[src/rtl/multi_input_conditioner.sv]
// multi_input_conditioner: per-channel synchroniser, debouncer, edge pulses, sticky edge flags and any-edge strobe
module multi_input_conditioner #(
  parameter int CHANNELS    = 4,
  parameter int SYNC_STAGES = 2,
  parameter int WAIT_TIME   = 3,
  localparam int CNT_W      = ($clog2(WAIT_TIME) > 1) ? $clog2(WAIT_TIME) : 1
) (
  input  logic                clk,
  input  logic                reset_n,
  input  logic [CHANNELS-1:0] noisysignal,
  input  logic [CHANNELS-1:0] clear_events,
  output logic [CHANNELS-1:0] conditioned,
  output logic [CHANNELS-1:0] positiveedge,
  output logic [CHANNELS-1:0] negativeedge,
  output logic [CHANNELS-1:0] edge_sticky,
  output logic                any_edge
);
  logic [SYNC_STAGES-1:0][CHANNELS-1:0] sync_q;
  logic [CHANNELS-1:0][CNT_W-1:0]       cnt_q, cnt_d;
  logic [CHANNELS-1:0]                  cond_q, cond_d, pos_q, pos_d, neg_q, neg_d, sticky_q, sticky_d;
  logic                                 any_q, any_d;
  logic [CHANNELS-1:0]                  s;
  assign s = sync_q[SYNC_STAGES-1];
  always_comb begin
    cnt_d  = cnt_q;
    cond_d = cond_q;
    for (int c = 0; c < CHANNELS; c++) begin
      if (s[c] == cond_q[c]) cnt_d[c] = '0;
      else if (cnt_q[c] == CNT_W'(WAIT_TIME - 1)) begin
        cond_d[c] = s[c];
        cnt_d[c]  = '0;
      end else cnt_d[c] = cnt_q[c] + 1'b1;
    end
    pos_d    = cond_d & ~cond_q;
    neg_d    = ~cond_d & cond_q;
    // a new edge outranks a simultaneous clear
    sticky_d = pos_d | neg_d | (sticky_q & ~clear_events);
    any_d    = |(pos_d | neg_d);
  end
  always_ff @(posedge clk or negedge reset_n) begin
    if (!reset_n) begin
      sync_q   <= '0;
      cnt_q    <= '0;
      cond_q   <= '0;
      pos_q    <= '0;
      neg_q    <= '0;
      sticky_q <= '0;
      any_q    <= 1'b0;
    end else begin
      sync_q   <= {sync_q[SYNC_STAGES-2:0], noisysignal};
      cnt_q    <= cnt_d;
      cond_q   <= cond_d;
      pos_q    <= pos_d;
      neg_q    <= neg_d;
      sticky_q <= sticky_d;
      any_q    <= any_d;
    end
  end
  assign conditioned  = cond_q;
  assign positiveedge = pos_q;
  assign negativeedge = neg_q;
  assign edge_sticky  = sticky_q;
  assign any_edge     = any_q;
endmodule

[config.mk]
export PLATFORM = sky130hd
export DESIGN_NAME = multi_input_conditioner
export DESIGN_NICKNAME = d
export VERILOG_FILES = /design/src/rtl/multi_input_conditioner.sv
export SDC_FILE = /design/constraint.sdc
export NUM_CORES = 1
export LEC_CHECK = 0
export ABC_AREA = 1
export BUFFER_PORTS_ARGS = -buffer_cell sky130_fd_sc_hd__buf_2
export CORE_MARGIN = 3
export CORE_UTILIZATION = 47
export DETAILED_ROUTE_END_ITERATION = 16
export GPL_TIMING_DRIVEN = 1
export PLACE_DENSITY = 0.73
export SLEW_MARGIN = 15
export SYNTH_ARGS = -nofsm -noshare
export SYNTH_HDL_FRONTEND = slang
export SYNTH_SLANG_ARGS = --single-unit
[constraint.sdc]
create_clock -name clk -period 1.2 [get_ports clk]
set_input_delay 0.12 -clock clk [delete_from_list [all_inputs] [get_ports clk]]
set_output_delay 0.12 -clock clk [all_outputs]
set_load 0.01 [all_outputs]
; ---- Yosys cells after proc, flatten, opt, wreduce, memory -nomap -nowiden
; Index checks and enable logic that the tools add are counted.
; Widths: inputs -> output; s select.
[totals]
in_bits = 10
wordCells = 48
regBits = 33
output_inout_bits = 17
[op_classes]
n_mux = 16
reduce_logical = 1
addsub = 4
eq_ne = 8
n_bitwise = 8
[op_table]
columns = op, n
row1 = $mux 2, 8
row2 = $and 4x4->4, 3
row3 = $not 4->4, 3
row4 = $add 2x1->2 const B, 4
row5 = $eq 2x2->1 const B, 4
row6 = $mux 1, 8
row7 = $or 4x4->4, 2
row8 = $eq 1x1->1, 4
row9 = $reduce_or 4->1, 1

; ---- Depth between registers and ports, before layout
; Gate-level depths: netlist (run 1).
[logic_depth]
word_depth = 7
depth_mapped = 6
ltp_nobuf = 6

; ---- Worst setup path after synthesis (run 1)
; No wires, ideal clock.
[synth_path]
path_kind = register to register
from = register cnt_q[6] in the netlist's numbering
to = register any_q (netlist: any_edge)
slack_ns = 0.103
path_buffers = 0
t_arrival_ns = 0.967
setup_ns = 0.130
required_time_ns = 1.070
period_less_slack_ns = 1.097
path_stages_with_launch = 7
cell_sequence = dfrtp_1 -> inv_1 -> nand2_1 -> nand2_1 -> nand2_1 -> ha_1 -> nand4_1
[synth_via]
elab_chain_len = 7
elab_cells_between_ends = 8
classes_between = 1 x eq/ne / 2 x mux / 4 x bitwise / 1 x reduce/logical
[synth_lines]
columns = item, line_no
row1 = "start, declared", 19  ; logic [CHANNELS-1:0][CNT_W-1:0] cnt_q, cnt_d;
row2 = "start signal, assigned", 51  ; cnt_q <= cnt_d;
row3 = $eq 2x2->1 *, 29  ; else if (cnt_q[c] == CNT_W'(WAIT_TIME - 1)) begin
row4 = $mux 1 *, 29
row5 = $mux 1 *, 28  ; if (s[c] == cond_q[c]) cnt_d[c] = '0;
row6 = net cond_d[3], 20  ; logic [CHANNELS-1:0] cond_q, cond_d, pos_q, pos_d, neg_q, neg_d, sticky_q, sticky_d;
row7 = $not 4->4, 35  ; neg_d = ~cond_d & cond_q;
row8 = $and 4x4->4, 35
row9 = $or 4x4->4 *, 38  ; any_d = |(pos_d | neg_d);
row10 = $reduce_or 4->1 *, 38
row11 = net any_d, 21  ; logic any_q, any_d;
row12 = "end signal, assigned", 56  ; any_q <= any_d;
row13 = "end, declared", 21
; Mark *: on every way through the listed nets, which the timed path passes. The rest lies on a longest branch.

; ---- Final worst setup path (run 1)
[layout_path]
from = register cnt_q[4] in the netlist's numbering
to = register any_q (netlist: any_edge)
; The elaborated chain is that of the path after synthesis.

==> flow_metrics.py, run 1 <==
metrics = {
    "critical_path": {
        "crit_path_end_kind": "flip-flop",
        "rrSetupSlack_ns": 0.06,
        "r2r_cells": 6,
        "arrival_ns": 1.36,
        "rr_startpoint": "cnt_q[4]",
        "crit_fanout": 4,
        "cpMostUsedCell": "nand2_2",
        "critPathTopFamily": "flip-flops",
        "slowest_delay_ns": 0.41,
        "startpoint_type": "flip-flop",
        "crit_path_top_delay_cell": "dfrtp_1",
        "r2r-end": "any_edge",
        "crit_type": "reg2reg",
        "cp_cell_sequence": "inv_2 -> nand2_2 -> nand2_2 -> nand2_2 -> ha_4 -> nand4_1",
        "crit_start": "cnt_q[4]",
        "cp.buffers_inverters": 1,
        "cp.required_ns": 1.42,
    },
    "logic_synthesis": {
        "synth.top_cell.area_share_pct": 66.2,
        "synth_area_leaders": "dfrtp_1, nand2_1, ha_1",
        "ys_seq_elements": 33,
        "yosysWarnings": 0,
        "synth_top_cell_by_area": "dfrtp_1",
        "ys_types": 9,
        "synth_nets": 140,
        "syn_area_um2": 1250,
        "yosysSeqAreaShare_pct": 66.2,
        "synth_cells": 122,
        "avgSynthCellArea_um2": 10.2,
    },
    "drt": {
        "wirelength_um": 2290,
        "first_iter_violations": 22,
        "routedWlPerCell_um": 11.5,
        "vias_per_cell": 4.77,
        "vias": 954,
        "drc": 0,
        "drtAntennaViolNets": 0,
        "dr.pass1.iters": 4,
    },
    "cells_and_area": {
        "final_area_um2": 1700,
        "antenna_cells": 0,
        "layout_commonest_cell": "dfrtp_1",
        "area_delta_synth_final_pct": 36.1,
        "most-common-layout-cells": "dfrtp_1, nand2_1, buf_2",
        "stdcell_count": 200,
        "post-route-util_pct": 67.9,
        "drive_gt1_share_pct": 36.5,
        "fin_nets": 188,
    },
    "clock_tree": {
        "cts_tree": "done",
        "cts_buffers": 5,
        "root_buffer": "clkbuf_4",
        "cts.sinks": 33,
        "clk_latency_ns": 0.33,
        "clockBufferDepth": 2,
        "cts.htree.levels": 2,
        "clk_pin_slew_ns": 0.10,
    },
    "timing": {
        "max_slew_margin_pct": 75.8,
        "timing.fmax_mhz": 874,
        "tns_ns": 0,
        "min_period_over_period_pct": 95.4,
        "worst_pin_slew_ns": 0.364,
        "drv_slew": 0,
        "setup_viol": 0,
        "fin_hold_ws_ns": 0.231,
        "fin_ws_ns": 0.0553,
        "skew_ns": 0.00695,
        "fin_crit_ns": 1.14,
        "hold_violations": 0,
        "grt_setup_unrepaired": "true",
    },
    "floorplanning": {
        "dieArea_um2": 3310,
        "rows": 18,
        "die_h_um": 57.5,
        "start_util_pct": 49.9,
        "pin_count": 27,
        "fp.coreArea_um2": 2500,
        "die_x_um": 57.5,
    },
    "pwr": {
        "p_seq_share_pct": 43.3,
        "pwr-share-clk_pct": 15.4,
        "intPower_mw": 2.55,
        "irDropWorstVdd_mv": 1.44,
        "p_comb_share_pct": 41.3,
        "power_switching_mw": 1.53,
        "p_leak_nw": 0.914,
        "swShare_pct": 37.5,
        "finalPower_mw": 4.07,
        "p_per_area_nw_per_um2": 2400,
    },
    "placement": {
        "gp_routability_congestion": 0.699,
        "placed_cell_area_um2": 1440,
        "dp.cells": 179,
        "io_buffer_count": 26,
        "dp_hpwl_um": 1510,
        "pre_cts_ws_ns": -0.0545,
    },
    "run_status": {
        "status": "finished clean",
    },
    "global_route": {
        "antenna_found_initial": 0,
        "grt_overflow": 0,
        "grt_pass1_vias": 936,
        "grt_pass1_wl_um": 4010,
        "grt_max_degree": 20,
        "grt.total_usage_pct": 16.4,
    },
    "hold_path": {
        "holdCritPathClass": "in2async",
    },
    "run": {
        "drv_cap": 0,
    },
}
[cells by family (layout without fill, tap and decap cells)]
family,count (synthesis),after routing,synth area share (%)
DFF,33,33,66.2
buffers and inverters,20,68,6.02
AOI/OAI and AO/OA,4,4,1.60
adders and majority gates,8,8,8.02
and+or+nand+nor,57,57,18.2
[cell type report]
type / instances / area [µm²]
inverter: 20 / 75.1
timing repair buffer: 41 / 278
fill: 193 / 802
multi-input combinational: 69 / 427
sequential: 33 / 826
clock buffer: 7 / 55.1
tap: 30 / 37.5
[worst max path at each step]
stage	slack [ns]	depth (start not counted)	to
global route	-0.04	6	any_edge
detailed placement	-0.05	6	any_edge
finish	0.06	6	any_edge
global placement	0.03	6	any_edge
CTS	0.009	6	edge_sticky[2]
floorplan	0.10	6	any_edge
[synthesized netlist by cell type]
master,instances
dfrtp_1,33
nor2_1,8
nand3_1,8
o21ai_0,4
ha_1,8
nand2_1,40
inv_1,16
nand4_1,1
inv_2,4
[registers in the layout, indices dropped and copies added, names as in the netlist]
name / count
any_edge: 1
positiveedge: 4
s: 4
sync_q: 4
cnt_q: 8
negativeedge: 4
conditioned: 4
edge_sticky: 4
[worst reg2reg max path, cell delays in order, from the launching register on]
cell     delay (ns)
dfrtp_1        0.41
inv_2          0.09
nand2_2        0.06
nand2_2        0.06
nand2_2        0.07
ha_4           0.27
nand4_1        0.08
[timing repair]
action | in CTS | in global routing
pin swaps | 0 | 6
endpoints found under the hold margin | 41 | 0
setup endpoints to repair | 3 | 5
hold buffers | 9 | 0
resized for setup | 6 | 15
setup buffers | 0 | 5
[power groups by stage]
stage                     sequential [mW]  clock (mW)  combinational [mW]
after global placement               1.74           0                1.25
after detailed placement             1.75           0                1.31
final                                1.77       0.626                1.68
after floorplan                      1.85           0               0.688
after CTS                            1.74       0.655                1.44
after global routing                 1.82       0.710                1.94
[layer usage]
metal  GRT usage [%]  routed length [µm]  vias to the layer above
met1            18.3                 907                      459
met4            6.95                  44                        0
met5               0                   0                        -
met2            27.6                1200                       23
li1                -                   -                      466
met3            6.33                 140                        6
No activity file was read; power rests on OpenSTA's default activity.
==> inputs of run 2 (changes only) <==
--- a/config.mk
+++ b/config.mk
@@ -6,12 +6,12 @@
 export NUM_CORES = 1
 export LEC_CHECK = 0
 export ABC_AREA = 1
-export BUFFER_PORTS_ARGS = -buffer_cell sky130_fd_sc_hd__buf_2
 export CORE_MARGIN = 3
-export CORE_UTILIZATION = 47
+export CORE_UTILIZATION = 54
 export DETAILED_ROUTE_END_ITERATION = 16
+export DONT_BUFFER_PORTS = 1
 export GPL_TIMING_DRIVEN = 1
-export PLACE_DENSITY = 0.73
+export PLACE_DENSITY = 0.72
 export SLEW_MARGIN = 15
 export SYNTH_ARGS = -nofsm -noshare
 export SYNTH_HDL_FRONTEND = slang
==> run 2 against run 1 <==
  * Non-clock buffer count shrank 24
  * Critical path type unchanged
  * Clock skew is essentially flat
  * Largest power group unchanged
  * Clock-buffer cell count did not move
  * First-iteration DRC count decreased by 64%
  * Design area down 7.9%
  * Setup slack worse by 0.020 ns
  * Register-to-register slack got worse by 0.02 ns
  * Flip-flop and latch count is the same
  * Combinational power down 19%
==> flow_metrics.py, run 2 (synthesis results as in run 1) <==
metrics = {
    "critical_path": {
        "arrival_ns": 1.36,
        "crit_fanout": 4,
        "critPathTopFamily": "flip-flops",
        "cpMostUsedCell": "nand2_2",
        "cp_cell_sequence": "inv_2 -> nand2_2 -> nand2_1 -> nand2_2 -> ha_4 -> nand4_1",
        "crit_path_end_kind": "flip-flop",
        "crit_path_top_delay_cell": "dfrtp_1",
        "startpoint_type": "flip-flop",
        "cp.buffers_inverters": 1,
        "cp.required_ns": 1.40,
        "crit_type": "reg2reg",
        "slowest_delay_ns": 0.41,
    },
    "timing": {
        "max_slew_margin_pct": 87.2,
        "grt_setup_unrepaired": "true",
        "setup_viol": 0,
        "worst_pin_slew_ns": 0.193,
        "tns_ns": 0,
        "drv_slew": 0,
        "timing.fmax_mhz": 859,
        "min_period_over_period_pct": 97.0,
        "fin_crit_ns": 1.16,
        "hold_violations": 0,
        "fin_hold_ws_ns": 0.235,
        "skew_ns": 0.00727,
    },
    "pwr": {
        "irDropWorstVdd_mv": 1.81,
        "p_per_area_nw_per_um2": 2450,
        "p_leak_nw": 0.813,
    },
    "cells_and_area": {
        "fin_nets": 164,
        "most-common-layout-cells": "nand2_1, dfrtp_1, inv_1",
        "antenna_cells": 0,
        "area_delta_synth_final_pct": 25.4,
        "largest_reg_flops": 8,
        "fillers": 140,
        "top_register": "cnt_q",
        "layout_commonest_cell": "nand2_1",
        "drive_gt1_share_pct": 21.9,
    },
    "drt": {
        "vias_per_cell": 4.94,
        "vias": 855,
        "wirelength_um": 2150,
        "drtAntennaViolNets": 0,
        "drc": 0,
        "dr.pass1.iters": 4,
        "first_iter_violations": 8,
        "routedWlPerCell_um": 12.4,
    },
    "global_route": {
        "grt_use_met1_pct": 18.7,
        "grt.total_usage_pct": 17.3,
        "grtUsageMet2_pct": 29.4,
        "use_met3_pct": 6.65,
        "grt_pass1_vias": 834,
        "grt_overflow": 0,
        "antenna_found_initial": 0,
        "grt_busiest_layer": "met2",
        "grt_max_degree": 34,
        "grt_pass1_wl_um": 3480,
    },
    "floorplanning": {
        "rows": 16,
        "dieArea_um2": 2920,
        "start_util_pct": 59.9,
        "pin_count": 27,
        "die_h_um": 54.1,
        "die_x_um": 54.1,
        "fp.coreArea_um2": 2080,
    },
    "hold_path": {
        "holdCritPathClass": "in2async",
    },
    "clock_tree": {
        "cts_buffers": 5,
        "cts.sinks": 33,
        "clk_pin_slew_ns": 0.09,
        "clk_latency_ns": 0.32,
        "clockBufferDepth": 2,
        "cts_tree": "done",
        "cts.htree.levels": 2,
        "root_buffer": "clkbuf_4",
    },
    "run_status": {
        "status": "finished clean",
    },
    "placement": {
        "dp_hpwl_um": 1390,
        "io_buffer_count": 0,
        "gp_routability_congestion": 0.774,
    },
    "run": {
        "drv_cap": 0,
    },
}
[run 2: what timing repair did]
action | CTS | global route
endpoints found under the setup margin | 4 | 5
hold buffers | 10 | 0
setup buffers | 0 | 3
gates resized for setup | 4 | 11
endpoints found under the hold margin | 41 | 0
[run 2: path summary, 6_finish.rpt]
path	from	to	slack, ns	cells after the start
max in group asynchronous	reset_n	edge_sticky[1]	0.79	2
min	reset_n	conditioned[0]	0.24	2
min reg2reg	sync_q[0]	s[0]	0.35	0
max reg2reg	cnt_q[0]	any_edge	0.04	6
max	cnt_q[0]	any_edge	0.04	6
min in group clk	sync_q[0]	s[0]	0.35	0
[run 2: routing by layer]
metal | vias up | routed length, µm
li1 | 418 | -
met1 | 404 | 818
met2 | 31 | 1130
met3 | 2 | 184
met4 | 0 | 20
met5 | - | 0
[run 2: where the power goes]
| part | switching [mW] | internal, mW |
|---|---|---|
| clock network | 0.323 | 0.276 |
| registers | 0.371 | 1.50 |
| logic | 0.750 | 0.607 |
| total | 1.44 | 2.38 |
[run 2: layout make-up]
class | instances | area [µm²] | share of cell area [%]
multi-input cells | 69 | 412 | 26.3
well taps | 27 | 33.8 | 2.16
inverters | 20 | 75.1 | 4.80
flip-flops and latches | 33 | 826 | 52.8
repair buffers | 17 | 163 | 10.4
clock buffers | 7 | 55.1 | 3.52
[run 2: stage by stage]
stage / util (%) / cell area [µm²] / setup WS [ns] / total power, mW / cells
after detailed placement: 63.0 / 1310 / -0.0320 / 2.91 / 153
after global routing: 75.1 / 1560 / -0.0106 / 4.20 / 173
after CTS: 71.5 / 1490 / 0.000233 / 3.62 / 170
final: 75.1 / 1560 / 0.0355 / 3.83 / 173
after global placement: 63.0 / 1310 / 0.0275 / 2.82 / 153
after floorplan: - / 1250 / 0.103 / 2.54 / 122
